**src/rtl/intersection_phase_scheduler_pkg.sv**
```systemverilog
// rtl/intersection_phase_scheduler_pkg.sv - lamp encodings, phase/owner codes and lamp helper
package intersection_phase_scheduler_pkg;

  localparam logic [2:0] LIGHT_RED    = 3'b001;
  localparam logic [2:0] LIGHT_YELLOW = 3'b010;
  localparam logic [2:0] LIGHT_GREEN  = 3'b100;

  typedef enum logic [1:0] {
    PH_GREEN  = 2'd0,
    PH_YELLOW = 2'd1,
    PH_ALLRED = 2'd2,
    PH_WALK   = 2'd3
  } phase_e;

  // Owner code doubles as the bit index into the pending vector.
  typedef enum logic [1:0] {
    OWN_A = 2'd0,
    OWN_B = 2'd1,
    OWN_P = 2'd2
  } owner_e;

  // A road only shows green/yellow while it owns the right-of-way.
  function automatic logic [2:0] road_lamp(input phase_e ph, input owner_e own, input owner_e road);
    logic [2:0] lamp;
    lamp = LIGHT_RED;
    if (own == road) begin
      if (ph == PH_GREEN) lamp = LIGHT_GREEN;
      else if (ph == PH_YELLOW) lamp = LIGHT_YELLOW;
    end
    return lamp;
  endfunction

endpackage

```
**src/rtl/intersection_phase_scheduler_pick.sv**
```systemverilog
// rtl/intersection_phase_scheduler_pick.sv - round-robin next-owner picker (A->B->P->A)
module phase_rr_pick
  import intersection_phase_scheduler_pkg::*;
(
  input  logic [1:0] owner,
  input  logic [2:0] pend,
  output logic [1:0] next_owner,
  output logic       valid
);

  // Search the two requesters following the current owner in rotation order.
  always_comb begin
    next_owner = OWN_A;
    valid      = 1'b0;
    case (owner)
      OWN_A: begin
        if (pend[OWN_B]) begin next_owner = OWN_B; valid = 1'b1; end
        else if (pend[OWN_P]) begin next_owner = OWN_P; valid = 1'b1; end
      end
      OWN_B: begin
        if (pend[OWN_P]) begin next_owner = OWN_P; valid = 1'b1; end
        else if (pend[OWN_A]) begin next_owner = OWN_A; valid = 1'b1; end
      end
      default: begin
        if (pend[OWN_A]) begin next_owner = OWN_A; valid = 1'b1; end
        else if (pend[OWN_B]) begin next_owner = OWN_B; valid = 1'b1; end
      end
    endcase
  end

endmodule

```
**src/rtl/intersection_phase_scheduler.sv**
```systemverilog
// rtl/intersection_phase_scheduler.sv - actuated two-road phase scheduler; PED_EN adds pedestrian walk phase
module intersection_phase_scheduler
  import intersection_phase_scheduler_pkg::*;
#(
  parameter int GREEN_MIN = 3,
  parameter int GREEN_MAX = 8,
  parameter int YELLOW_T  = 2,
  parameter int ALLRED_T  = 1,
  parameter int WALK_T    = 5
) (
  input  logic       clk_in,
  input  logic       rst,
  input  logic       tick,
  input  logic       req_a,
  input  logic       req_b,
  input  logic       ped_btn,
  output logic [2:0] light_a,
  output logic [2:0] light_b,
  output logic       walk,
  output logic [1:0] phase,
  output logic [3:0] count
);

  localparam logic [3:0] G_MIN = 4'(GREEN_MIN);
  localparam logic [3:0] G_MAX = 4'(GREEN_MAX);
  localparam logic [3:0] Y_T   = 4'(YELLOW_T);
  localparam logic [3:0] AR_T  = 4'(ALLRED_T);
  localparam logic [3:0] W_T   = 4'(WALK_T);

  phase_e     phase_q, phase_d;
  owner_e     owner_q, owner_d;
  owner_e     next_q, next_d;
  logic [3:0] timer_q, timer_d;
  logic       ped_pend_q, ped_pend_d;
  logic [2:0] light_a_q, light_a_d;
  logic [2:0] light_b_q, light_b_d;
  logic       walk_q, walk_d;
  logic [3:0] count_q, count_d;

  logic       ped_live;
  logic       ped_set;
  logic [2:0] pend;
  logic [1:0] pick_owner;
  logic       pick_valid;
  logic       req_own;
  logic [3:0] timer_inc;

`ifdef PED_EN
  // A button press on the deciding cycle already counts as a pending walk request.
  assign ped_set  = ped_btn && (phase_q != PH_WALK);
  assign ped_live = ped_pend_q | ped_set;
`else
  logic ped_btn_unused;
  assign ped_btn_unused = ped_btn;
  assign ped_set  = 1'b0;
  assign ped_live = ped_pend_q;
`endif

  assign pend      = {ped_live & (owner_q != OWN_P),
                      req_b    & (owner_q != OWN_B),
                      req_a    & (owner_q != OWN_A)};
  assign req_own   = (owner_q == OWN_B) ? req_b : req_a;
  assign timer_inc = timer_q + 4'd1;

  phase_rr_pick u_pick (
    .owner      (owner_q),
    .pend       (pend),
    .next_owner (pick_owner),
    .valid      (pick_valid)
  );

  // Next-state: interval sequencing on tick, pedestrian latch on every cycle, registered lamp/count.
  always_comb begin
    phase_d    = phase_q;
    owner_d    = owner_q;
    next_d     = next_q;
    timer_d    = timer_q;
    ped_pend_d = ped_pend_q | ped_set;
    if (tick) begin
      case (phase_q)
        PH_GREEN: begin
          if (pick_valid && ((timer_inc >= G_MIN && !req_own) || timer_inc == G_MAX)) begin
            phase_d = PH_YELLOW;
            next_d  = owner_e'(pick_owner);
            timer_d = 4'd0;
          end else if (timer_q != G_MAX - 4'd1) begin
            timer_d = timer_inc;
          end
        end
        PH_YELLOW: begin
          if (timer_q == Y_T - 4'd1) begin
            phase_d = PH_ALLRED;
            timer_d = 4'd0;
          end else begin
            timer_d = timer_inc;
          end
        end
        PH_ALLRED: begin
          if (timer_q == AR_T - 4'd1) begin
            owner_d = next_q;
            timer_d = 4'd0;
            if (next_q == OWN_P) begin
              phase_d    = PH_WALK;
              ped_pend_d = 1'b0;
            end else begin
              phase_d = PH_GREEN;
            end
          end else begin
            timer_d = timer_inc;
          end
        end
        default: begin
          if (timer_q == W_T - 4'd1) begin
            phase_d = PH_ALLRED;
            timer_d = 4'd0;
            next_d  = pick_valid ? owner_e'(pick_owner) : OWN_A;
          end else begin
            timer_d = timer_inc;
          end
        end
      endcase
    end

    light_a_d = road_lamp(phase_d, owner_d, OWN_A);
    light_b_d = road_lamp(phase_d, owner_d, OWN_B);
`ifdef PED_EN
    walk_d = (phase_d == PH_WALK);
`else
    walk_d = 1'b0;
`endif
    case (phase_d)
      PH_GREEN:  count_d = (timer_d < G_MIN) ? (G_MIN - timer_d) : 4'd0;
      PH_YELLOW: count_d = Y_T - timer_d;
      PH_ALLRED: count_d = AR_T - timer_d;
      default:   count_d = W_T - timer_d;
    endcase
  end

  // State and output registers; reset puts road A in a fresh green.
  always_ff @(posedge clk_in) begin
    if (rst) begin
      phase_q    <= PH_GREEN;
      owner_q    <= OWN_A;
      next_q     <= OWN_A;
      timer_q    <= 4'd0;
      ped_pend_q <= 1'b0;
      light_a_q  <= LIGHT_GREEN;
      light_b_q  <= LIGHT_RED;
      walk_q     <= 1'b0;
      count_q    <= G_MIN;
    end else begin
      phase_q    <= phase_d;
      owner_q    <= owner_d;
      next_q     <= next_d;
      timer_q    <= timer_d;
      ped_pend_q <= ped_pend_d;
      light_a_q  <= light_a_d;
      light_b_q  <= light_b_d;
      walk_q     <= walk_d;
      count_q    <= count_d;
    end
  end

  assign light_a = light_a_q;
  assign light_b = light_b_q;
  assign walk    = walk_q;
  assign phase   = phase_q;
  assign count   = count_q;

endmodule
```
**config.mk**
```make
export PLATFORM = sky130hd
export DESIGN_NAME = intersection_phase_scheduler
export DESIGN_NICKNAME = d
export VERILOG_FILES = /design/src/rtl/intersection_phase_scheduler_pkg.sv /design/src/rtl/intersection_phase_scheduler_pick.sv /design/src/rtl/intersection_phase_scheduler.sv
export SDC_FILE = /design/constraint.sdc
export NUM_CORES = 1
export LEC_CHECK = 0
export BUFFER_PORTS_ARGS = -buffer_cell sky130_fd_sc_hd__buf_2
export CAP_MARGIN = 20
export CORE_ASPECT_RATIO = 0.6
export CORE_MARGIN = 3
export CORE_UTILIZATION = 25
export DETAILED_ROUTE_END_ITERATION = 8
export PLACE_DENSITY_LB_ADDON = 0.25
export SKIP_LAST_GASP = 1
export SYNTH_ARGS = -nofsm -noshare
export SYNTH_HDL_FRONTEND = slang
export SYNTH_SLANG_ARGS = --single-unit
export TNS_END_PERCENT = 20
```
**constraint.sdc**
```tcl
create_clock -name clk_in -period 2.8 [get_ports clk_in]
set_input_delay 0.56 -clock clk_in [delete_from_list [all_inputs] [get_ports clk_in]]
set_output_delay 0.56 -clock clk_in [all_outputs]
set_load 0.02 [all_outputs]
```
==> impl_summary.log <==
[metrics] result of the run: finished clean
[metrics] Std-Cell Core Area: 5200 um2
[metrics] CTS root buf: sky130_fd_sc_hd__clkbuf_8
[metrics] cells taking the most area after synthesis: sky130_fd_sc_hd__dfxtp_1 28%, sky130_fd_sc_hd__ha_1 9.1%, sky130_fd_sc_hd__nor2_1 6.3%
[metrics] Total GRT Usage: 11.2%
[metrics] via count of the first global-routing pass: 1159
[metrics] number of max-slew violations in the final report: 0
[metrics] total area of multi-input combinational cells: 990 um2
[metrics] top-level port count: 19
[metrics] DR iter-0 viols: 39
[metrics] post-detail-place hpwl: 2.77 mm
[metrics] delay-heaviest family, CP: compound AO/OA/AOI/OAI gates
[metrics] CP bufs+invs: 1
[metrics] CTS HTree Levels: 1
[metrics] setup repair after global routing missed its margin: yes
[metrics] Final Skew: 0.00383 ns
[metrics] antenna viol nets, final: 0
[metrics] leading area contributor after synthesis: sky130_fd_sc_hd__dfxtp_1
[metrics] Post-Synthesis Mean Instance Area: 8.80 um2
[metrics] CTS clk-pin slew, worst paths: 0.07 ns
[metrics] synth unique cells: 54
[metrics] power per standard cell area: 334 nW/um2
[metrics] critical path start-end classification: reg -> reg
[metrics] area share of the leading cell type in the synthesized netlist: 27.5%
[metrics] vertical die dimension: 63.6 um
[metrics] count of buffers from port buffering: 16
[metrics] DRC: 0
[metrics] Final setup viols: 0
[metrics] Layout Cells excl Fill: 270
[metrics] highest attainable clock frequency: 0.364 GHz
[metrics] final period utilization: 98.1%
[metrics] horizontal extent of the die: 102 um
[metrics] area added between synthesis and finish: 39.3%
[metrics] weighted congestion at the end of routability-driven global placement: 0.826
[metrics] layout cell share with drive strength beyond 1: 46.1%
[metrics] CP max FO: 5
[metrics] maximum capacitance violations: 0
[metrics] via count of the routed design: 1261
[metrics] Critical Path Start Type: flop
[metrics] first-pass GRT wire length: 5.75 mm
[metrics] number of cells after detailed placement: 261
[metrics] routed len/inst: 13.1 um
[metrics] antenna violations before repair: 0
[metrics] DRT Pass-1 Iters: 4
[metrics] proportion of synthesized chip area in sequential cells: 27.5%
[metrics] Pwr Total: 0.642 mW
[metrics] crit-path most repeated cell: sky130_fd_sc_hd__ha_4
[metrics] most frequent standard cell in the layout excluding fill and tap cells: sky130_fd_sc_hd__buf_4
[metrics] proportion of register bits with asynchronous set or reset after synthesis: 0%
[metrics] CTS sink cnt: 19
[metrics] clock buffer count from CTS: 3
[metrics] count of final hold-check violations: 0
[metrics] delay of the slowest cell on the worst path: 0.53 ns
[metrics] most used cells in the layout excluding fill and tap cells: 35 x sky130_fd_sc_hd__buf_4, 22 x sky130_fd_sc_hd__nor2_1, 16 x sky130_fd_sc_hd__buf_2
[metrics] effective utilization at floorplan: 26.5%
[metrics] required time of the worst setup path: 2.95 ns
[metrics] remaining global-route overflow: 0
[metrics] yosys warns: 0
[metrics] number of instances in the synthesized netlist: 157
[metrics] Diodes inserted: 0
[metrics] Die ar.: 6480 um2
[metrics] number of hold buffers added after cts: 0
[metrics] synthesized net count: 174
[metrics] maximum VDD drop: 0.000150 V
[metrics] total length of routed wires: 3.55 mm
[metrics] kind of end point of the critical path: flop
[metrics] clock latency on the worst-skew pair: 0.26 ns
[metrics] Data arrival, critical path: 2.90 ns
[metrics] row cnt: 20
[metrics] net count reported at finish: 222
[metrics] vias per inst: 4.67
[metrics] placed cell areas: 1750 um2
[metrics] Critical Path Slowest Stage Cell: sky130_fd_sc_hd__or4_4
[metrics] Worst Hold Margin: 0.517 ns
[metrics] static leakage: 0.804 nW
[metrics] number of synthesized flops with an enable pin: 0
[metrics] maximum buffer depth of the clock tree: 2
[metrics] minimum clock period: 2.75 ns
[metrics] CTS tree: done
[metrics] synthesis-stage register bit count: 19
[metrics] synthesized area: 1380 um2
[metrics] class of the tightest hold or removal check: reg -> reg
[metrics] main flop type after synthesis: sky130_fd_sc_hd__dfxtp_1
[metrics] post-layout instance area: 1920 um2
[metrics] register area: 395 um2
[metrics] largest net degree at the start of global routing: 17
[metrics] Fillers: 547
[metrics] sequence of cells on the critical path: ha_4 -> a21boi_4 -> a21oi_2 -> o32ai_4 -> o211ai_4 -> or4_4 -> o311a_4 -> clkinv_4 -> ha_4 -> nor2_4 -> nand2_2 -> nand2_1 -> a211o_2
==> final timing paths <==
path	startpoint	end	slack, ns	cells past startpoint
setup / recovery	timer_q[1]	count[0]	0.05	13
hold / removal	next_q[0]	next_q[0]	0.52	2
setup reg to reg	timer_q[1]	count[0]	0.05	13
hold reg to reg	next_q[0]	next_q[0]	0.52	2
==> cell families (layout without fill, tap and decap cells) <==
kind of cell	Yosys count	in the layout	share of synthesized area, %
AND/OR/NAND/NOR	62	62	22.6
AO/OA/AOI/OAI	42	42	28.9
flip-flops	19	19	27.5
buffers and inverters	19	66	8.06
adder cells (fa/ha/maj)	11	11	10.5
multiplexers	2	2	1.45
other	1	1	0.271
XOR/XNOR	1	1	0.634
==> power breakdown <==
group,leakage [nW],internal (mW),switching (mW)
sequential,0.157,0.276,0.00631
combinational,0.621,0.0822,0.0857
clock,0.0255,0.0989,0.0930
==> what timing repair did <==
item,CTS,global route
endpoints found under the setup margin,3,4
resized for setup,2,21
setup buffers,0,5
pin swaps,0,16
cloned,0,0
==> synth_stat cells, types with 2 or more instances <==
| library cell | count |
|---|---|
| sky130_fd_sc_hd__nor3_1 | 3 |
| sky130_fd_sc_hd__nand3_1 | 5 |
| sky130_fd_sc_hd__nand4b_1 | 2 |
| sky130_fd_sc_hd__a211o_1 | 2 |
| sky130_fd_sc_hd__mux2i_1 | 2 |
| sky130_fd_sc_hd__nand3b_1 | 3 |
| sky130_fd_sc_hd__a21oi_1 | 9 |
| sky130_fd_sc_hd__nor2_1 | 23 |
| sky130_fd_sc_hd__a311oi_1 | 2 |
| sky130_fd_sc_hd__ha_1 | 10 |
| sky130_fd_sc_hd__or3_1 | 2 |
| sky130_fd_sc_hd__clkinv_4 | 2 |
| sky130_fd_sc_hd__buf_6 | 3 |
| sky130_fd_sc_hd__a21o_1 | 3 |
| sky130_fd_sc_hd__a31o_2 | 3 |
| sky130_fd_sc_hd__buf_2 | 3 |
| sky130_fd_sc_hd__nand2b_1 | 2 |
| sky130_fd_sc_hd__nor2b_1 | 3 |
| sky130_fd_sc_hd__inv_1 | 8 |
| sky130_fd_sc_hd__nand2_1 | 13 |
| sky130_fd_sc_hd__o21ai_0 | 2 |
| sky130_fd_sc_hd__nand4_1 | 2 |
| sky130_fd_sc_hd__dfxtp_1 | 19 |
==> metal layers <==
layer	part of all wire [%]	GRT usage, %
met1	58	18.7
met2	37	13.9
met3	5.6	3.32
met4	0	0.982
met5	0	0
==> tightest hold or removal path: stages, from the launching register on <==
cell and delay [ns]:
sky130_fd_sc_hd__dfxtp_1 0.34, sky130_fd_sc_hd__a21oi_1 0.07, sky130_fd_sc_hd__nor2_1 0.07
==> state kept, by name, indices dropped and copies added, names as in the netlist <==
| register | count |
|---|---|
| light_a | 3 |
| owner_q | 2 |
| phase | 2 |
| next_q | 1 |
| timer_q | 4 |
| light_b | 3 |
| count | 4 |
==> area by class of cell <==
cell class / count / share of cell area, %
multi-input cells: 119 / 51.4
flip-flops and latches: 19 / 20.5
repair buffers: 52 / 18.9
well taps: 66 / 4.29
inverters: 10 / 2.47
clock buffers: 3 / 2.15
clock inverters: 1 / 0.260
==> through the flow <==
| step | setup TNS [ns] | utilization, % | worst slack [ns] |
|---|---|---|---|
| global placement | -0.321 | 33.7 | -0.147 |
| CTS | -0.0178 | 34.6 | -0.0178 |
| floorplan | 0 | - | 0.00315 |
| global route | -0.201 | 37.0 | -0.0562 |
| finish | 0 | 37.0 | 0.0530 |
| detailed placement | -0.254 | 33.7 | -0.124 |
No activity file was read; power rests on OpenSTA's default activity.
